$ cat config.mk
export PLATFORM = sky130hd
export DESIGN_NAME = simd_mac_pipelined
export DESIGN_NICKNAME = d
export VERILOG_FILES = /design/src/rtl/simd_mac_pkg.sv /design/src/rtl/simd_lane_mult.sv /design/src/rtl/simd_mac_pipelined.sv
export SDC_FILE = /design/constraint.sdc
export NUM_CORES = 2
export LEC_CHECK = 0
export CAP_MARGIN = 20
export CORE_ASPECT_RATIO = 0.75
export CORE_UTILIZATION = 60
export CTS_BUF_LIST = sky130_fd_sc_hd__clkbuf_4
export CTS_CLUSTER_DIAMETER = 60
export DETAILED_ROUTE_END_ITERATION = 10
export HOLD_SLACK_MARGIN = 0.08
export MAX_ROUTING_LAYER = met4
export PLACE_DENSITY = 0.77
export RECOVER_POWER = 50
export SETUP_SLACK_MARGIN = 0.2
export SLEW_MARGIN = 20
export SYNTH_ARGS = -nofsm -noshare
export SYNTH_HDL_FRONTEND = slang
export SYNTH_HIERARCHICAL = 1
export SYNTH_SLANG_ARGS = --single-unit
$ cat constraint.sdc
create_clock -name clk -period 18.7 [get_ports clk]
set_input_delay 1.87 -clock clk [delete_from_list [all_inputs] [get_ports clk]]
set_output_delay 1.87 -clock clk [all_outputs]
set_load 0.03 [all_outputs]
$ cat src/rtl/simd_mac_pkg.sv
// Shared definitions for the SIMD multiply-accumulate: mode encodings, lane counts
// and the lane-width helper used to size the per-mode multipliers.
package simd_mac_pkg;

  typedef enum logic [1:0] {
    MODE_FULL = 2'b00,
    MODE_SUM4 = 2'b01,
    MODE_SUM8 = 2'b10,
    MODE_RSVD = 2'b11
  } mode_e;

  localparam int LANES_FULL = 32'sd1;
  localparam int LANES_SUM4 = 32'sd4;
  localparam int LANES_SUM8 = 32'sd8;

  // FULL (and reserved, which executes as FULL) uses a half-width lane.
  function automatic int lane_width(input int data_w, input mode_e m);
    case (m)
      MODE_SUM4: lane_width = data_w / LANES_SUM4;
      MODE_SUM8: lane_width = data_w / LANES_SUM8;
      default:   lane_width = data_w / 32'sd2;
    endcase
  endfunction

endpackage

$ cat src/rtl/simd_lane_mult.sv
// One Q x Q lane multiplier with independent signedness per operand; the 2Q-bit
// product is exact for every sign combination, so the low 2Q bits of a 2Q-wide multiply suffice.
module simd_lane_mult #(
  parameter int Q = 8
) (
  input  logic [Q-1:0]   a,
  input  logic [Q-1:0]   b,
  input  logic           a_sign,
  input  logic           b_sign,
  output logic [2*Q-1:0] prod
);

  logic [2*Q-1:0] a_wide_s;
  logic [2*Q-1:0] b_wide_s;

  assign a_wide_s = {{Q{a_sign & a[Q-1]}}, a};
  assign b_wide_s = {{Q{b_sign & b[Q-1]}}, b};
  assign prod     = a_wide_s * b_wide_s;

endmodule

$ cat src/rtl/simd_mac_pipelined.sv
// 3-stage precision-configurable SIMD MAC (operand regs, lane products, sum+accumulate).
// Build macro MAC_SAT_EN: when defined the accumulator saturates on overflow instead of wrapping.
module simd_mac_pipelined
  import simd_mac_pkg::*;
#(
  parameter int DATA_W = 32,
  parameter int ACC_W  = 48
) (
  input  logic              clk,
  input  logic              reset,
  input  logic              in_valid,
  output logic              in_ready,
  input  logic [DATA_W-1:0] a,
  input  logic [DATA_W-1:0] b,
  input  logic              a_sign,
  input  logic              b_sign,
  input  logic [1:0]        mode,
  input  logic              first,
  input  logic              last,
  output logic              out_valid,
  input  logic              out_ready,
  output logic [ACC_W-1:0]  result,
  output logic              result_ovf,
  output logic              mode_err
);

  localparam int QF = lane_width(DATA_W, MODE_FULL);
  localparam int Q4 = lane_width(DATA_W, MODE_SUM4);
  localparam int Q8 = lane_width(DATA_W, MODE_SUM8);

  logic              stall_s;

  logic              s1_valid_r;
  logic [DATA_W-1:0] s1_a_r;
  logic [DATA_W-1:0] s1_b_r;
  logic              s1_a_sign_r;
  logic              s1_b_sign_r;
  mode_e             s1_mode_r;
  logic              s1_first_r;
  logic              s1_last_r;

  logic [2*QF-1:0]   pf_s [LANES_FULL];
  logic [2*Q4-1:0]   p4_s [LANES_SUM4];
  logic [2*Q8-1:0]   p8_s [LANES_SUM8];

  logic              s2_valid_r;
  logic [2*QF-1:0]   s2_pf_r [LANES_FULL];
  logic [2*Q4-1:0]   s2_p4_r [LANES_SUM4];
  logic [2*Q8-1:0]   s2_p8_r [LANES_SUM8];
  mode_e             s2_mode_r;
  logic              s2_sgn_r;
  logic              s2_first_r;
  logic              s2_last_r;

  logic [ACC_W-1:0]  dot_s;
  logic [ACC_W-1:0]  acc_base_s;
  logic [ACC_W:0]    sum_s;
  logic              ovf_s;
  logic [ACC_W-1:0]  acc_next_s;
  logic              grp_ovf_next_s;

  logic [ACC_W-1:0]  acc_r;
  logic              grp_ovf_r;
  logic              out_valid_r;
  logic [ACC_W-1:0]  result_r;
  logic              result_ovf_r;
  logic              mode_err_r;

  assign stall_s    = out_valid_r & ~out_ready;
  assign in_ready   = ~stall_s;
  assign out_valid  = out_valid_r;
  assign result     = result_r;
  assign result_ovf = result_ovf_r;
  assign mode_err   = mode_err_r;

  // Every lane multiplier of every mode works on the S1 operands; S2 keeps them all.
  for (genvar gi = 0; gi < LANES_FULL; gi++) begin : g_full
    simd_lane_mult #(.Q(QF)) u_mult (
      .a(s1_a_r[gi*QF +: QF]), .b(s1_b_r[gi*QF +: QF]),
      .a_sign(s1_a_sign_r), .b_sign(s1_b_sign_r), .prod(pf_s[gi])
    );
  end
  for (genvar gi = 0; gi < LANES_SUM4; gi++) begin : g_sum4
    simd_lane_mult #(.Q(Q4)) u_mult (
      .a(s1_a_r[gi*Q4 +: Q4]), .b(s1_b_r[gi*Q4 +: Q4]),
      .a_sign(s1_a_sign_r), .b_sign(s1_b_sign_r), .prod(p4_s[gi])
    );
  end
  for (genvar gi = 0; gi < LANES_SUM8; gi++) begin : g_sum8
    simd_lane_mult #(.Q(Q8)) u_mult (
      .a(s1_a_r[gi*Q8 +: Q8]), .b(s1_b_r[gi*Q8 +: Q8]),
      .a_sign(s1_a_sign_r), .b_sign(s1_b_sign_r), .prod(p8_s[gi])
    );
  end

  // Lane reduction: extend each product to ACC_W by the beat's signedness and sum.
  always_comb begin
    dot_s = '0;
    case (s2_mode_r)
      MODE_SUM4: begin
        for (int i = 0; i < LANES_SUM4; i++) begin
          if (s2_sgn_r) dot_s = dot_s + ACC_W'($signed(s2_p4_r[i]));
          else          dot_s = dot_s + ACC_W'(s2_p4_r[i]);
        end
      end
      MODE_SUM8: begin
        for (int i = 0; i < LANES_SUM8; i++) begin
          if (s2_sgn_r) dot_s = dot_s + ACC_W'($signed(s2_p8_r[i]));
          else          dot_s = dot_s + ACC_W'(s2_p8_r[i]);
        end
      end
      default: begin
        for (int i = 0; i < LANES_FULL; i++) begin
          if (s2_sgn_r) dot_s = dot_s + ACC_W'($signed(s2_pf_r[i]));
          else          dot_s = dot_s + ACC_W'(s2_pf_r[i]);
        end
      end
    endcase
  end

`ifdef MAC_SAT_EN
  localparam logic [ACC_W-1:0] SMAX = {1'b0, {(ACC_W-1){1'b1}}};
  localparam logic [ACC_W-1:0] SMIN = {1'b1, {(ACC_W-1){1'b0}}};
`endif

  // Accumulator update; a first beat adds onto zero so it can never overflow.
  always_comb begin
    acc_base_s = s2_first_r ? '0 : acc_r;
    sum_s      = {1'b0, acc_base_s} + {1'b0, dot_s};
    if (s2_sgn_r) begin
      ovf_s = (acc_base_s[ACC_W-1] == dot_s[ACC_W-1]) &&
              (sum_s[ACC_W-1] != acc_base_s[ACC_W-1]);
    end else begin
      ovf_s = sum_s[ACC_W];
    end
`ifdef MAC_SAT_EN
    if (!ovf_s) begin
      acc_next_s = sum_s[ACC_W-1:0];
    end else if (!s2_sgn_r) begin
      acc_next_s = '1;
    end else if (acc_base_s[ACC_W-1]) begin
      acc_next_s = SMIN;
    end else begin
      acc_next_s = SMAX;
    end
`else
    acc_next_s = sum_s[ACC_W-1:0];
`endif
    grp_ovf_next_s = (s2_first_r ? 1'b0 : grp_ovf_r) | ovf_s;
  end

  // S1 operand capture and sticky reserved-mode flag; reserved mode executes as FULL.
  always_ff @(posedge clk or negedge reset) begin
    if (!reset) begin
      s1_valid_r  <= 1'b0;
      s1_a_r      <= '0;
      s1_b_r      <= '0;
      s1_a_sign_r <= 1'b0;
      s1_b_sign_r <= 1'b0;
      s1_mode_r   <= MODE_FULL;
      s1_first_r  <= 1'b0;
      s1_last_r   <= 1'b0;
      mode_err_r  <= 1'b0;
    end else if (!stall_s) begin
      s1_valid_r <= in_valid;
      if (in_valid) begin
        s1_a_r      <= a;
        s1_b_r      <= b;
        s1_a_sign_r <= a_sign;
        s1_b_sign_r <= b_sign;
        s1_mode_r   <= (mode == MODE_RSVD) ? MODE_FULL : mode_e'(mode);
        s1_first_r  <= first;
        s1_last_r   <= last;
        if (mode == MODE_RSVD) mode_err_r <= 1'b1;
      end
    end
  end

  // S2 lane-product registers.
  always_ff @(posedge clk or negedge reset) begin
    if (!reset) begin
      s2_valid_r <= 1'b0;
      s2_pf_r    <= '{default: '0};
      s2_p4_r    <= '{default: '0};
      s2_p8_r    <= '{default: '0};
      s2_mode_r  <= MODE_FULL;
      s2_sgn_r   <= 1'b0;
      s2_first_r <= 1'b0;
      s2_last_r  <= 1'b0;
    end else if (!stall_s) begin
      s2_valid_r <= s1_valid_r;
      if (s1_valid_r) begin
        s2_pf_r    <= pf_s;
        s2_p4_r    <= p4_s;
        s2_p8_r    <= p8_s;
        s2_mode_r  <= s1_mode_r;
        s2_sgn_r   <= s1_a_sign_r | s1_b_sign_r;
        s2_first_r <= s1_first_r;
        s2_last_r  <= s1_last_r;
      end
    end
  end

  // S3 accumulator and output register; a consumed result may be replaced on the same edge.
  always_ff @(posedge clk or negedge reset) begin
    if (!reset) begin
      acc_r        <= '0;
      grp_ovf_r    <= 1'b0;
      out_valid_r  <= 1'b0;
      result_r     <= '0;
      result_ovf_r <= 1'b0;
    end else if (!stall_s) begin
      out_valid_r <= s2_valid_r & s2_last_r;
      if (s2_valid_r) begin
        acc_r     <= acc_next_s;
        grp_ovf_r <= s2_last_r ? 1'b0 : grp_ovf_next_s;
        if (s2_last_r) begin
          result_r     <= acc_next_s;
          result_ovf_r <= grp_ovf_next_s;
        end
      end
    end
  end

endmodule

Word-level counts from Yosys, hierarchy flattened:

Cells that the tools add are included.

* add/subtract/negate cells: 21
* multipliers: 13
* equality and inequality tests: 5
* multiplexer cells: 29
* bitwise operators: 22
* reduce and logical (&&, ||, !) cells: 6

Operator list (number)
* $mux W48: 24
* $add A48 B48 Y48: 10
* $add A48 B8 Y48: 7
* $add A48 B16 Y48: 3
* $pmux W48 S2: 1
* $mul A5 B5 Y8: 8
* $mul A9 B9 Y16: 4
* $add A48 B48 Y49: 1
* $mul A17 B17 Y32: 1
* $and A1 B1 Y1: 18
* $reduce_and A2 Y1: 3
* $reduce_and A3 Y1: 2
* $eq A2 B2 Y1 const B: 2
* $mux W1: 3
* $eq A2 B1 Y1 const B: 1
* $mux W2: 1
* $not A1 Y1: 2
* $or A1 B1 Y1: 2
* $eq A1 B1 Y1: 1
* $logic_and A1 B1 Y1: 1
* $ne A1 B1 Y1: 1

* flip-flop bits (word level): 337
* output and inout port bits: 52
* word-level logic and storage cells: 128

Depth between registers and ports, before layout:

* depth after elaboration: 29
* mapped depth: 84

Modules after synthesis:

Netlist, hierarchy kept.

Modules (own cells, without submodules)
* simd_mac_pipelined: instances 1, cells an instance 4098, area each 36039.6 um2, seq. area each 8433.1 um2
* simd_lane_mult (g_full[0].u_mult): instances 1, cells an instance 1170, area each 10537.6 um2, seq. area each 0.0 um2
* simd_lane_mult (g_sum8[0].u_mult ...): instances 8, cells an instance 80, area each 714.4 um2, seq. area each 0.0 um2
* simd_lane_mult (g_sum4[0].u_mult ...): instances 2, cells an instance 333, area each 2822.7 um2, seq. area each 0.0 um2
* simd_lane_mult (g_sum4[3].u_mult): instances 1, cells an instance 333, area each 2842.7 um2, seq. area each 0.0 um2
* simd_lane_mult (g_sum4[2].u_mult): instances 1, cells an instance 334, area each 2822.7 um2, seq. area each 0.0 um2

Worst setup path before layout:

No wires, ideal clock.

* path kind: register to register
* start point: register s2_p8_r[49] (netlist bit)
* end point: register grp_ovf_r
* arrival: 14.083 ns
* required time: 18.570 ns
* setup slack: 4.487 ns
* cell stages (with the launch flop): 78
* buffers on the path: 1
* path through: dfrtp_1 > ha_1 > a21o_1 > a21oi_1 > o21ai_0 > a21oi_1 > o21ai_1 > a21oi_1 > nor2b_1 > o21ai_0 > nand2b_1 > clkbuf_1 > fa_1 > ha_1 > a211oi_1 > a31oi_1 > a21o_1 > a21oi_1 > [42 not listed] > a41o_1 > xor2_1 > a221oi_1 > nor2_1 > ha_1 > a21oi_1 > nor2b_1 > o21ai_0 > nand2b_1 > a21oi_1 > nor2b_1 > o21ai_0 > nand2b_1 > a21oi_1 > inv_1 > or3_1 > a41oi_1 > o31ai_1

* longest elaborated chain between the ends: 27

RTL lines
* start: declaration: line simd_mac_pipelined.sv:49 `logic [2*Q8-1:0] s2_p8_r [LANES_SUM8];`
* start signal: assignment: line simd_mac_pipelined.sv:195 `s2_p8_r <= p8_s;`
* $add A48 B8 Y48 or $add A48 B48 Y48 (tied branches): line simd_mac_pipelined.sv:109, simd_mac_pipelined.sv:108
* $mux W48 (*): line simd_mac_pipelined.sv:108 `if (s2_sgn_r) dot_s = dot_s + ACC_W'($signed(s2_p8_r[i]));`
* $mux W48 (*): line simd_mac_pipelined.sv:99 `case (s2_mode_r)`
* $add A48 B8 Y48 or $add A48 B48 Y48 (tied branches): line simd_mac_pipelined.sv:109, simd_mac_pipelined.sv:108
* $mux W48 (*): line simd_mac_pipelined.sv:108
* $mux W48 (*): line simd_mac_pipelined.sv:99
* $add A48 B8 Y48 or $add A48 B48 Y48 (tied branches): line simd_mac_pipelined.sv:109, simd_mac_pipelined.sv:108
* $mux W48 (*): line simd_mac_pipelined.sv:108
* [11 not listed]
* $mux W48 (*): line simd_mac_pipelined.sv:108
* $pmux W48 S2 (*): line simd_mac_pipelined.sv:99
* $add A48 B48 Y49: line simd_mac_pipelined.sv:129 `sum_s = {1'b0, acc_base_s} + {1'b0, dot_s};`
* $ne A1 B1 Y1: line simd_mac_pipelined.sv:132 `(sum_s[ACC_W-1] != acc_base_s[ACC_W-1]);`
* $logic_and A1 B1 Y1: line simd_mac_pipelined.sv:131 `ovf_s = (acc_base_s[ACC_W-1] == dot_s[ACC_W-1]) &&`
* $mux W1 (*): line simd_mac_pipelined.sv:130 `if (s2_sgn_r) begin`
* $or A1 B1 Y1 (*): line simd_mac_pipelined.sv:149 `grp_ovf_next_s = (s2_first_r ? 1'b0 : grp_ovf_r) | ovf_s;`
* $mux W1 (*): line simd_mac_pipelined.sv:216 `grp_ovf_r <= s2_last_r ? 1'b0 : grp_ovf_next_s;`
* end signal: assignment: line simd_mac_pipelined.sv:216
* end: declaration: line simd_mac_pipelined.sv:63 `logic grp_ovf_r;`

Mark *: on every way between the ends. The rest lies on a longest branch, timed or not. The select of a mux whose other input is x is not followed.
A chain may end at the register's enable or synchronous reset.

Worst setup path in the final report:

Ends and elaborated chain as after synthesis.

==> impl_metrics.py <==
metrics = {
    "placed_design": {
        "place_ws_ns": 2.235,
        "dp_hpwl_um": 132500,
        "io_buffers": 125,
        "place_congestion": 1.007,
    },
    "worst_hold_path": {
        "min_to": "result[14]$_DFFE_PN0P_",
        "hp-start": "result[14]$_DFFE_PN0P_",
        "hold_depth": 2,
        "hold_path.class": "reg2reg",
    },
    "worst_setup_path": {
        "path_depth": 78,
        "slowest_delay_ns": 0.54,
        "path_common_cell": "a21oi_1",
        "cp.required_ns": 19.47,
        "cp-start-kind": "register",
        "reg2reg_depth": 78,
        "rr_endpoint": "grp_ovf_r$_DFFE_PN0P_",
        "worstPathArrival_ns": 17.64,
        "endpoint_kind": "register",
        "crit_buf_inv": 2,
        "cp_slowest_cell": "fa_1",
        "cp_top_family": "compound AO/OA/AOI/OAI gates",
        "timing.rr.start": "s2_p8_r[49]$_DFFE_PN0P_",
        "path_class": "reg2reg",
        "path_max_fanout": 9,
        "rrSetupSlack_ns": 1.84,
    },
    "timing": {
        "relSlewSlack_pct": -342.6,
        "drv_slew": 418,
        "setup_tns_ns": 0,
        "fmax_mhz": 59.30,
        "skew_ns": 0.1383,
        "report.final.hold_viol_count": 0,
        "period_needed_ns": 16.86,
        "rsz0062_at_grt": "no",
        "setup_violations": 0,
        "worst_slew_pin_slew_ns": 6.639,
        "timing.final.crit_share_pct": 90.18,
        "fin_ws_ns": 1.837,
    },
    "global_route": {
        "grt_pass1_vias": 51520,
        "grt_usage_pct": 32.51,
        "grt_max_degree": 115,
        "grt_antenna_before_repair": 7,
        "grt_pass1_wl_um": 272000,
        "gr-total-overflow": 0,
    },
    "logic_synthesis": {
        "synthCells": 7241,
        "synth.area.top_cells": "fa_1, ha_1, dfrtp_1, inv_1, xnor2_1",
        "synth_top_area_share_pct": 20.52,
        "synth_fp_nets": 8745,
        "synthTopCellsByCount": "inv_1, ha_1, fa_1",
        "synth-main-ff-cell": "dfrtp_1",
        "avgSynthCellArea_um2": 8.784,
        "yosysTopAreaCell": "fa_1",
        "yosys_warnings": 6,
        "yosysMostFrequentCell": "inv_1",
        "synth.distinct_cells": 94,
        "seq_area_frac_synth_pct": 13.26,
        "yosys_register_bits": 337,
        "synth_edf_count": 0,
        "synth_area_um2": 63600,
        "synth-async-reset-ratio_pct": 100.0,
    },
    "drt": {
        "drc_errors": 0,
        "routed_wl_um": 166500,
        "initialDrtViolationCount": 3980,
        "firstDrtPassIters": 5,
        "post_drt_wl_per_cell_um": 18.89,
        "ant_nets": 0,
        "via_per_inst": 5.910,
        "vias": 52100,
    },
    "die": {
        "die_x_um": 378.0,
        "start_util_pct": 60.48,
        "io_pins": 126,
        "core-area_um2": 105200,
        "die_height_um": 284.0,
        "rows": 103,
        "die_area_um2": 107300,
    },
    "clocking": {
        "numCtsBuffers": 93,
        "insertion_delay_ns": 1.05,
        "cts_buffer_depth": 3,
        "cts_tree": "yes",
        "clkSlewWorstSetupHoldPaths_ns": 0.06,
        "cts_setup_buffers": 0,
        "hold_buffers": 0,
        "root_buffer": "clkbuf_4",
        "post_cts_resize_count": 0,
        "cts.sinks": 337,
        "h-tree-depth": 3,
    },
    "flow_run": {
        "max_cap_violations": 5,
    },
    "status": {
        "violations": "capacitance limit, slew limit",
        "status": "complete, but fails checks",
    },
    "layout": {
        "post_route_cells_drive_above_1_share_pct": 8.605,
        "layout.nets": 8826,
        "syn2layout_area_growth_pct": 6.228,
    },
}
cell families (layout without fill, tap and decap cells):
group | after synthesis | count (layout) | share of synthesized area (%)
simple gates | 1823 | 1823 | 14.35
compound gates | 1516 | 1516 | 15.42
fa+ha+maj | 1430 | 1430 | 35.83
buf+inv | 1237 | 1387 | 7.312
xor+xnor | 572 | 572 | 8.071
flops | 337 | 337 | 13.26
mux | 326 | 326 | 5.766
other cells | 0 | 8 | 0
cells in the final DEF, fill, tap and decap left out, drive strengths merged, types with 34 or more instances in the layout:
master and instances:
and2 351, a21oi 481, nor2b 103, a21o 270
a211oi 48, o21bai 71, inv 1034, and3 75
clkdlybuf4s50 123, nor2 259, nand2b 80, nor3 62
nand2 617, xnor2 413, a221oi 34, nand3 103
dfrtp 337, o21a 55, clkbuf 136, or2 57
nand4 50, ha 778, o21ai 283, fa 652
mux2 323, buf 59, xor2 150, a31oi 43
area by class of cell:
| class | instances | area, um^2 |
|---|---|---|
| Tap cell | 1417 | 1773 |
| Antenna cell | 8 | 20.02 |
| Multi-Input combinational cell | 5667 | 50530 |
| Sequential cell | 337 | 8439 |
| Timing Repair Buffer | 190 | 1712 |
| Fill cell | 8845 | 37600 |
| Clock inverter | 35 | 241.5 |
| Inverter | 1033 | 3877 |
| Clock buffer | 129 | 968.4 |
stage by stage:
step	std cells	utilization, %	hold slack, ns	instance area, um^2
6_report	8816	64.25	0.4780	67560
3_3_place_gp	8642	63.12	0.4545	66380
5_1_grt	8815	64.25	0.4982	67560
3_5_place_dp	8642	63.12	0.4690	66380
2_1_floorplan	7241	-	0.4407	63600
4_1_cts	8806	64.27	0.4839	67590
worst reg2reg max path, delay by kind of cell (launching register included):
| family | cells | cell delay (ns) |
|---|---|---|
| AO/OA/AOI/OAI | 45 | 9.52 |
| XOR/XNOR | 6 | 0.71 |
| adder cells (fa/ha/maj) | 9 | 3.46 |
| buffers and inverters | 2 | 0.13 |
| flip-flops | 1 | 0.39 |
| AND/OR/NAND/NOR | 16 | 2.41 |
how the worst max path moves through the flow:
stage / end / slack [ns] / from
2_1_floorplan: grp_ovf_r$_DFFE_PN0P_ / 4.49 / s2_p8_r[49]$_DFFE_PN0P_
3_3_place_gp: grp_ovf_r$_DFFE_PN0P_ / 2.72 / s2_p8_r[49]$_DFFE_PN0P_
3_5_place_dp: grp_ovf_r$_DFFE_PN0P_ / 2.23 / s2_p8_r[49]$_DFFE_PN0P_
4_1_cts: grp_ovf_r$_DFFE_PN0P_ / 2.01 / s2_p8_r[49]$_DFFE_PN0P_
5_1_grt: grp_ovf_r$_DFFE_PN0P_ / 0.39 / s2_p8_r[49]$_DFFE_PN0P_
6_report: grp_ovf_r$_DFFE_PN0P_ / 1.84 / s2_p8_r[49]$_DFFE_PN0P_
routing by layer:
layer  vias up  GRT usage, %  share of wire, %
met5         -             -                 0
met3       248         7.321               9.0
met1     25520         46.24                46
li1      24560             -                 -
met2      1776         47.14                43
met4         0         7.156               2.2
state kept, by name (all words and copies together), names as in the netlist, 2 cells and up:
register and count:
s2_p4_r 64, s2_p8_r 64, acc_r 48, result 48, s1_a_r 32, s1_b_r 32, s2_pf_r 32, s1_mode_r 2
s2_mode_r 2
Power is left out: the tool's default activity adds up to more than one toggle a clock period on the data nets, which glitch-free logic cannot reach.
